===== src/rtl/whack_pkg.sv =====
// Shared definitions for the whack-a-mole engine: FSM states, LFSR constants
// and board dimensions.
package whack_pkg;

    localparam int unsigned NUM_MOLES  = 16;
    localparam int unsigned MOLE_IDX_W = 4;
    localparam int unsigned LFSR_W     = 16;

    localparam logic [LFSR_W-1:0] LFSR_TAPS = 16'hB400;
    localparam logic [LFSR_W-1:0] LFSR_SEED = 16'hACE1;

    typedef enum logic [1:0] {
        IDLE,
        SPAWN,
        UP,
        GAP
    } state_e;

    // One right-shift step of the Galois LFSR; a nonzero state never maps to zero.
    function automatic logic [LFSR_W-1:0] lfsr_next(input logic [LFSR_W-1:0] cur);
        return (cur >> 1) ^ (cur[0] ? LFSR_TAPS : LFSR_W'(0));
    endfunction

endpackage


===== src/rtl/mole_lfsr.sv =====
// Free-running 16-bit Galois LFSR used to pick mole positions.
// Ports:
//   clock_i  - system clock
//   reset_i  - synchronous active-high reset, loads SEED
//   lfsr_o   - current LFSR state
module mole_lfsr
    import whack_pkg::*;
#(
    parameter logic [LFSR_W-1:0] SEED = LFSR_SEED
) (
    input  logic              clock_i,
    input  logic              reset_i,
    output logic [LFSR_W-1:0] lfsr_o
);

    logic [LFSR_W-1:0] lfsr_q;

    // Advance every cycle outside reset.
    always_ff @(posedge clock_i) begin
        if (reset_i) begin
            lfsr_q <= SEED;
        end else begin
            lfsr_q <= lfsr_next(lfsr_q);
        end
    end

    assign lfsr_o = lfsr_q;

endmodule


===== src/rtl/mole_controller.sv =====
// Whack-a-mole engine: spawns pseudo-random moles while a game is active,
// detects whacks as switch toggles and emits one hit/miss pulse per mole.
// Ports:
//   clock_i        - system clock
//   reset_i        - synchronous active-high reset
//   game_active_i  - level, high during play; low forces IDLE
//   step_tick_i    - one-cycle enable at the difficulty rate
//   life_ticks_i   - step ticks a mole stays up (0 treated as 1)
//   switches_i     - raw slide switches (asynchronous)
//   moles_o        - one-hot lit mole or zero
//   hit_o/miss_o   - one-cycle outcome pulses for the current mole
//   wrong_o        - one-cycle pulse when a non-mole switch toggles while UP
module mole_controller #(
    parameter int unsigned NUM_MOLES = whack_pkg::NUM_MOLES,
    parameter logic [15:0] LFSR_SEED = whack_pkg::LFSR_SEED
) (
    input  logic                 clock_i,
    input  logic                 reset_i,
    input  logic                 game_active_i,
    input  logic                 step_tick_i,
    input  logic [3:0]           life_ticks_i,
    input  logic [NUM_MOLES-1:0] switches_i,
    output logic [NUM_MOLES-1:0] moles_o,
    output logic                 hit_o,
    output logic                 miss_o,
    output logic                 wrong_o
);

    import whack_pkg::state_e;
    import whack_pkg::IDLE;
    import whack_pkg::SPAWN;
    import whack_pkg::UP;
    import whack_pkg::GAP;
    import whack_pkg::MOLE_IDX_W;
    import whack_pkg::LFSR_W;

    state_e                 state_q, state_d;
    logic [MOLE_IDX_W-1:0]  prev_idx_q, prev_idx_d;
    logic [3:0]             life_q, life_d;
    logic [NUM_MOLES-1:0]   moles_q, moles_d;
    logic                   hit_q, hit_d;
    logic                   miss_q, miss_d;
    logic                   wrong_q, wrong_d;

    logic [NUM_MOLES-1:0]   sw_meta_q, sw_sync_q, sw_hist_q;
    logic [NUM_MOLES-1:0]   whack;
    logic [LFSR_W-1:0]      lfsr_state;
    logic [MOLE_IDX_W-1:0]  spawn_idx;
    logic                   lfsr_unused;

    mole_lfsr #(
        .SEED (LFSR_SEED)
    ) u_lfsr (
        .clock_i (clock_i),
        .reset_i (reset_i),
        .lfsr_o  (lfsr_state)
    );

    // Only the low bits pick the position; the rest just keep the sequence long.
    assign lfsr_unused = ^lfsr_state[LFSR_W-1:MOLE_IDX_W];

    // Synchronizer plus history; history tracks in every state so idle toggles vanish.
    always_ff @(posedge clock_i) begin
        if (reset_i) begin
            sw_meta_q <= '0;
            sw_sync_q <= '0;
            sw_hist_q <= '0;
        end else begin
            sw_meta_q <= switches_i;
            sw_sync_q <= sw_meta_q;
            sw_hist_q <= sw_sync_q;
        end
    end

    // Either toggle direction counts as a whack.
    assign whack = sw_sync_q ^ sw_hist_q;

    // Never repeat the previous position back to back.
    always_comb begin
        spawn_idx = lfsr_state[MOLE_IDX_W-1:0];
        if (spawn_idx == prev_idx_q) begin
            spawn_idx = spawn_idx + MOLE_IDX_W'(1);
        end
    end

    always_ff @(posedge clock_i) begin
        if (reset_i) begin
            state_q    <= IDLE;
            prev_idx_q <= '0;
            life_q     <= '0;
            moles_q    <= '0;
            hit_q      <= 1'b0;
            miss_q     <= 1'b0;
            wrong_q    <= 1'b0;
        end else begin
            state_q    <= state_d;
            prev_idx_q <= prev_idx_d;
            life_q     <= life_d;
            moles_q    <= moles_d;
            hit_q      <= hit_d;
            miss_q     <= miss_d;
            wrong_q    <= wrong_d;
        end
    end

    // Next-state and output logic; abort overrides every state.
    always_comb begin
        state_d    = state_q;
        prev_idx_d = prev_idx_q;
        life_d     = life_q;
        moles_d    = moles_q;
        hit_d      = 1'b0;
        miss_d     = 1'b0;
        wrong_d    = 1'b0;

        if (!game_active_i) begin
            state_d = IDLE;
            moles_d = '0;
        end else begin
            case (state_q)
                IDLE: begin
                    moles_d = '0;
                    state_d = SPAWN;
                end
                SPAWN: begin
                    prev_idx_d         = spawn_idx;
                    life_d             = (life_ticks_i == 4'd0) ? 4'd1 : life_ticks_i;
                    moles_d            = '0;
                    moles_d[spawn_idx] = 1'b1;
                    state_d            = UP;
                end
                UP: begin
                    wrong_d = |(whack & ~moles_q);
                    // A hit wins over a same-cycle expiry.
                    if (|(whack & moles_q)) begin
                        hit_d   = 1'b1;
                        moles_d = '0;
                        state_d = GAP;
                    end else if (step_tick_i) begin
                        life_d = life_q - 4'd1;
                        if (life_q == 4'd1) begin
                            miss_d  = 1'b1;
                            moles_d = '0;
                            state_d = GAP;
                        end
                    end
                end
                GAP: begin
                    moles_d = '0;
                    if (step_tick_i) begin
                        state_d = SPAWN;
                    end
                end
                default: begin
                    moles_d = '0;
                    state_d = IDLE;
                end
            endcase
        end
    end

    assign moles_o = moles_q;
    assign hit_o   = hit_q;
    assign miss_o  = miss_q;
    assign wrong_o = wrong_q;

endmodule


===== config.mk =====
export PLATFORM = sky130hd
export DESIGN_NAME = mole_controller
export DESIGN_NICKNAME = d
export VERILOG_FILES = /design/src/rtl/whack_pkg.sv /design/src/rtl/mole_lfsr.sv /design/src/rtl/mole_controller.sv
export SDC_FILE = /design/constraint.sdc
export NUM_CORES = 1
export LEC_CHECK = 0
export CORE_MARGIN = 2
export CORE_UTILIZATION = 40
export CTS_CLUSTER_SIZE = 8
export DETAILED_ROUTE_END_ITERATION = 10
export GPL_TIMING_DRIVEN = 0
export SYNTH_ARGS = -nofsm -noshare
export SYNTH_HDL_FRONTEND = slang
export SYNTH_SLANG_ARGS = --single-unit

===== constraint.sdc =====
create_clock -name clock_i -period 4 [get_ports clock_i]
set_clock_uncertainty 0.05 [all_clocks]
set_input_delay 1 -clock clock_i [delete_from_list [all_inputs] [get_ports clock_i]]
set_output_delay 1 -clock clock_i [all_outputs]
set_load 0.1 [all_outputs]

After elaboration in Yosys (flattened, before gate mapping)
Cells that the tools add are included.
W data, S select, Z words.

cells by class
  order comparisons = 2
  $add $sub $neg = 2
  bitwise operators = 8
  mux-type cells = 19
  equality and inequality tests = 10
  reduce and logical (&&, ||, !) cells = 14

operator list
  kind                   count
  $mux W16               4
  $pmux W16 S3           1
  $and A16 B16 Y16       2
  $reduce_or A16 Y1      2
  $reduce_or A20 Y1      1
  $mux W4                4
  $not A16 Y16           1
  $xor A15 B16 Y16       1
  $xor A16 B16 Y16       1
  $mux W2                4
  $pmux W2 S4            1
  $pmux W4 S2            1
  $ne A2 B2 Y1 const B   3
  $ne A3 B3 Y1 const B   2
  $lt A4 B5 Y1 const B   1
  $add A4 B1 Y4 const B  1
  $demux W1 S4           1
  $eq A2 B2 Y1 const B   2
  $eq A4 B1 Y1 const B   1
  $eq A4 B4 Y1           1
  $ge A4 B1 Y1 const B   1
  $logic_not A4 Y1       1
  $reduce_and A2 Y1      2
  $reduce_and A4 Y1      1
  other kinds (10)       15

storage, ports and cells
  flip-flop bits (word level) = 93
  logic and storage cells = 66

Depth between registers and ports, before layout
  depth after elaboration = 7
  depth in mapped cells = 10
  gate-level depth less buffers = 7

Cells and area by module
From an unflattened synthesis, not the netlist that was laid out.

unflattened totals
  cell total of the unflattened synthesis = 352
  area, all modules = 3646.0 um2

by module, submodules not included
  module           times used  cells an instance  sequential area each (um2)  area an instance (um2)
  mole_controller  1           316                1541.5                      3183.1
  mole_lfsr        1           36                 320.3                       462.9

Least setup slack after synthesis
OpenSTA, ideal clock, no wires.

  path type = register -> register
  start point = register moles_q[11], in the netlist moles_o[11]
  end point = register moles_q[6], in the netlist moles_o[6]
  path buffers = 3
  clock period less this slack = 2.394 ns
  stages on the path, launching flop included = 10
  setup slack = 1.606 ns
  arrival time = 2.226 ns
  data required time = 3.832 ns
  setup time = 0.118 ns
  path through = dfxtp_1 a22o_1 a221oi_1 and4_1 buf_4 nand3_2 nor2b_2 buf_6 buf_12 a22o_1

between the ends
  longest elaborated chain between the ends = 4
  elaborated cells between the ends (all ways) = 7
  classes of those cells = eq/ne: 2; mux: 2; bitwise: 1; reduce/logical: 2

ends and longest elaborated chain
  what                                               line                    text
  start, declared                                    mole_controller.sv:40   logic [NUM_MOLES-1:0] moles_q, moles_d;
  start signal, assigned                             mole_controller.sv:99   moles_q <= moles_d;
  $and A16 B16 Y16 *                                 mole_controller.sv:135  if (|(whack & moles_q)) begin
  $reduce_or A16 Y1 *                                mole_controller.sv:135
  $mux W16 or $ne A3 B3 Y1 (tied branches)           n/a
  $pmux W16 S3 or $reduce_and A2 Y1 (tied branches)  n/a

Every way passes the cells marked *; elsewhere a longest branch is shown, timed or not.
A chain may end at the register's enable or synchronous reset.

Worst setup path in the final report
  start point = register moles_q[7], in the netlist moles_o[7]
  end point = output moles_o[7]

RTL lines
  what           line                   text
  end, declared  mole_controller.sv:23  output logic [NUM_MOLES-1:0] moles_o,

No word-level cell between the ends.

==> results.toml <==
[placed_design]
dp_hpwl_um = 5060
portBuffers = 42
gp_congestion = 0.870
dp_worst_setup_slack_ns = 1.31

[setup_path]
end_kind = "primary output"
crit_path_max_incr_delay_ns = 1.18
path_max_fanout = 4
r2r-end = "moles_o[14]"
crit_chain = "clkdlybuf4s50_1"
path_class = "reg -> out"
critPathBufInv = 1
path_delay_family = "buffers and inverters"
cp.required_ns = 2.95
rr_worst_depth = 8
r2r-start = "sw_sync_q[11]"
arrival_ns = 1.98
reg2reg_slack_ns = 1.81
cpMaxStageDelayCell = "clkdlybuf4s50_1"
startpoint_type = "flop"

[grt]
grt-ovfl-total = 0
grt_max_degree = 18
track_usage_pct = 15.0
grt_pass1_wl_um = 11500
first_global_vias = 2290
antenna_found_initial = 0

[die]
dieArea_um2 = 9740
io_pins = 43
chipHeight_um = 98.7
die_w_um = 98.7
initial_utilization_pct = 41.1
rows = 34
core_area_um2 = 8720

[cells_and_area]
syn_to_final_growth_pct = 20.8
layout-drive-gt1-share_pct = 8.03
nNetsFinal = 437
layout_commonest_cell = "dfxtp_1"
antenna_cells = 0
nFillCells = 819
most-common-layout-cells = "93 x dfxtp_1, 55 x nor2b_1, 42 x clkdlybuf4s50_1"

[yosys]
synth_warnings = 0
synth_edf_count = 0
synthFlopType = "dfxtp_1"
yosysUniqueCellTypes = 45
syn-cell-area_um2 = 3590
ys_ff_latch = 93
seq_area_frac_synth_pct = 51.9
async_flop_share_pct = 0
syn-num-nets = 384
syn_inst = 353
syn-mean-instance-area_um2 = 10.2

[sta]
finalSetupViolations = 0
timing.final.crit_period_ns = 3.03
rsz0062_at_grt = "false"
whs_ns = 0.365
slew_viol_final = 0
relSlewSlack_pct = 34.6
final-hold-violation-count = 0
worstMarginPinSlew_ns = 0.978
min_period_over_period_pct = 75.7
fin_ws_ns = 0.971
setup_tns_ns = 0
fmax_mhz = 330

[cts]
clkLatencyLatePin_ns = 0.35
cts_tree = "built"
clk_pin_slew_worst_paths_ns = 0.09
cts_hold_buf = 0
cts_resized = 0
cts_max_level = 3
clock-sinks = 93
postCtsSetupBuffers = 0
cts_buffer_depth = 2
numCtsBuffers = 9
clockRootBuffer = "clkbuf_8"

[drt]
drt-initial-drc-count = 73
vias = 2512
drc = 0
first_pass_iters = 4
final_antenna_net_count = 0
detail_route.wl_per_cell_um = 13.1
vias_per_cell = 4.84
drt-total-wl_um = 6820

[worst_hold_path]
hp-start = "u_lfsr.lfsr_o[6]"
hold_path_class = "reg -> reg"
hold_path_end = "u_lfsr.lfsr_o[5]"
hold_depth = 1

[status]
status = "complete, no violations"

[power_and_ir_drop]
ir_drop_mv = 0.175
power_uw = 1750
p_per_area_nw_per_um2 = 404
power.leakage_uw = 0.00173

[job]
cap_violations = 0
-- area by class of cell --
class	count	area, um^2	share of cell area [%]
repair buffers	42	420	9.70
inverters	16	60.1	1.39
clock inverters	6	53.8	1.24
well taps	108	135	3.12
clock buffers	10	138	3.18
plain buffers	17	97.6	2.25
multi-input cells	227	1570	36.2
flip-flops and latches	93	1860	43.0
-- synth_stat cells (3+ instances only) --
cell      instances  share of area [%]
dfxtp_1          93                 52
nor2b_1          55                9.6
nor2_1           27                2.8
xor2_1           21                5.1
a22o_1           20                4.9
inv_1            16                1.7
clkbuf_1          9               0.94
nand2b_1          9                1.6
a21oi_1           8                1.1
nand2_1           8               0.84
a22oi_1           7                1.5
ha_1              7                2.4
nor3_1            7               0.98
a211oi_1          6                1.3
mux2i_1           6                1.7
or2_2             6                1.0
xnor2_1           6                1.5
a221oi_1          4               0.98
nand3_1           3               0.42
nand4_1           3               0.52
or2b_1            3               0.63
-- metrics by stage --
stage | std cells | utilization (%) | cell area (um^2)
finish | 519 | 49.7 | 4330
global route | 519 | 49.7 | 4330
CTS | 519 | 49.7 | 4330
detailed placement | 503 | 47.5 | 4140
global placement | 503 | 47.5 | 4140
floorplan | 353 | - | 3590
-- registers in the layout (all words and copies together) (netlist names) --
name,flops
sw_meta_q,16
prev_idx_q,4
sw_sync_q,16
miss_o,1
hit_o,1
sw_hist_q,16
moles_o,16
life_q,4
u_lfsr.lfsr_o,16
wrong_o,1
state_q,2
-- cell families after synthesis --
| logic type | after synthesis | synth area share (%) |
|---|---|---|
| simple gates | 132 | 21.1 |
| buf+inv | 33 | 4.39 |
| flops | 93 | 51.9 |
| xor+xnor | 27 | 6.59 |
| mux | 6 | 1.67 |
| fa+ha+maj | 7 | 2.44 |
| compound gates | 55 | 11.9 |
-- power breakdown --
| part | leakage [uW] | total, uW | switching [uW] | internal, uW |
|---|---|---|---|---|
| Clock | 0.0000954 | 594 | 341 | 254 |
| Combinational | 0.000873 | 174 | 89.5 | 84.6 |
| Sequential | 0.000763 | 981 | 17.7 | 963 |
-- worst max-delay path by stage --
stage / from / end / slack [ns] / cells after the start
3_5_place_dp: reset_i / u_lfsr.lfsr_o[12] / 1.31 / 4
4_1_cts: moles_o[7] / moles_o[7] / 0.95 / 1
5_1_grt: moles_o[7] / moles_o[7] / 0.91 / 1
3_3_place_gp: reset_i / u_lfsr.lfsr_o[12] / 1.30 / 4
2_1_floorplan: moles_o[11] / moles_o[6] / 1.61 / 9
6_report: moles_o[7] / moles_o[7] / 0.97 / 1
-- layer usage --
metal | global-route usage, % | vias up | routed length [um]
li1 | - | 1285 | -
met1 | 21.7 | 1170 | 3530
met2 | 21.8 | 48 | 2930
met3 | 3.40 | 9 | 267
met4 | 6.01 | 0 | 95
met5 | 0 | - | 0
Note: power is estimated with default switching activity, not from simulation.
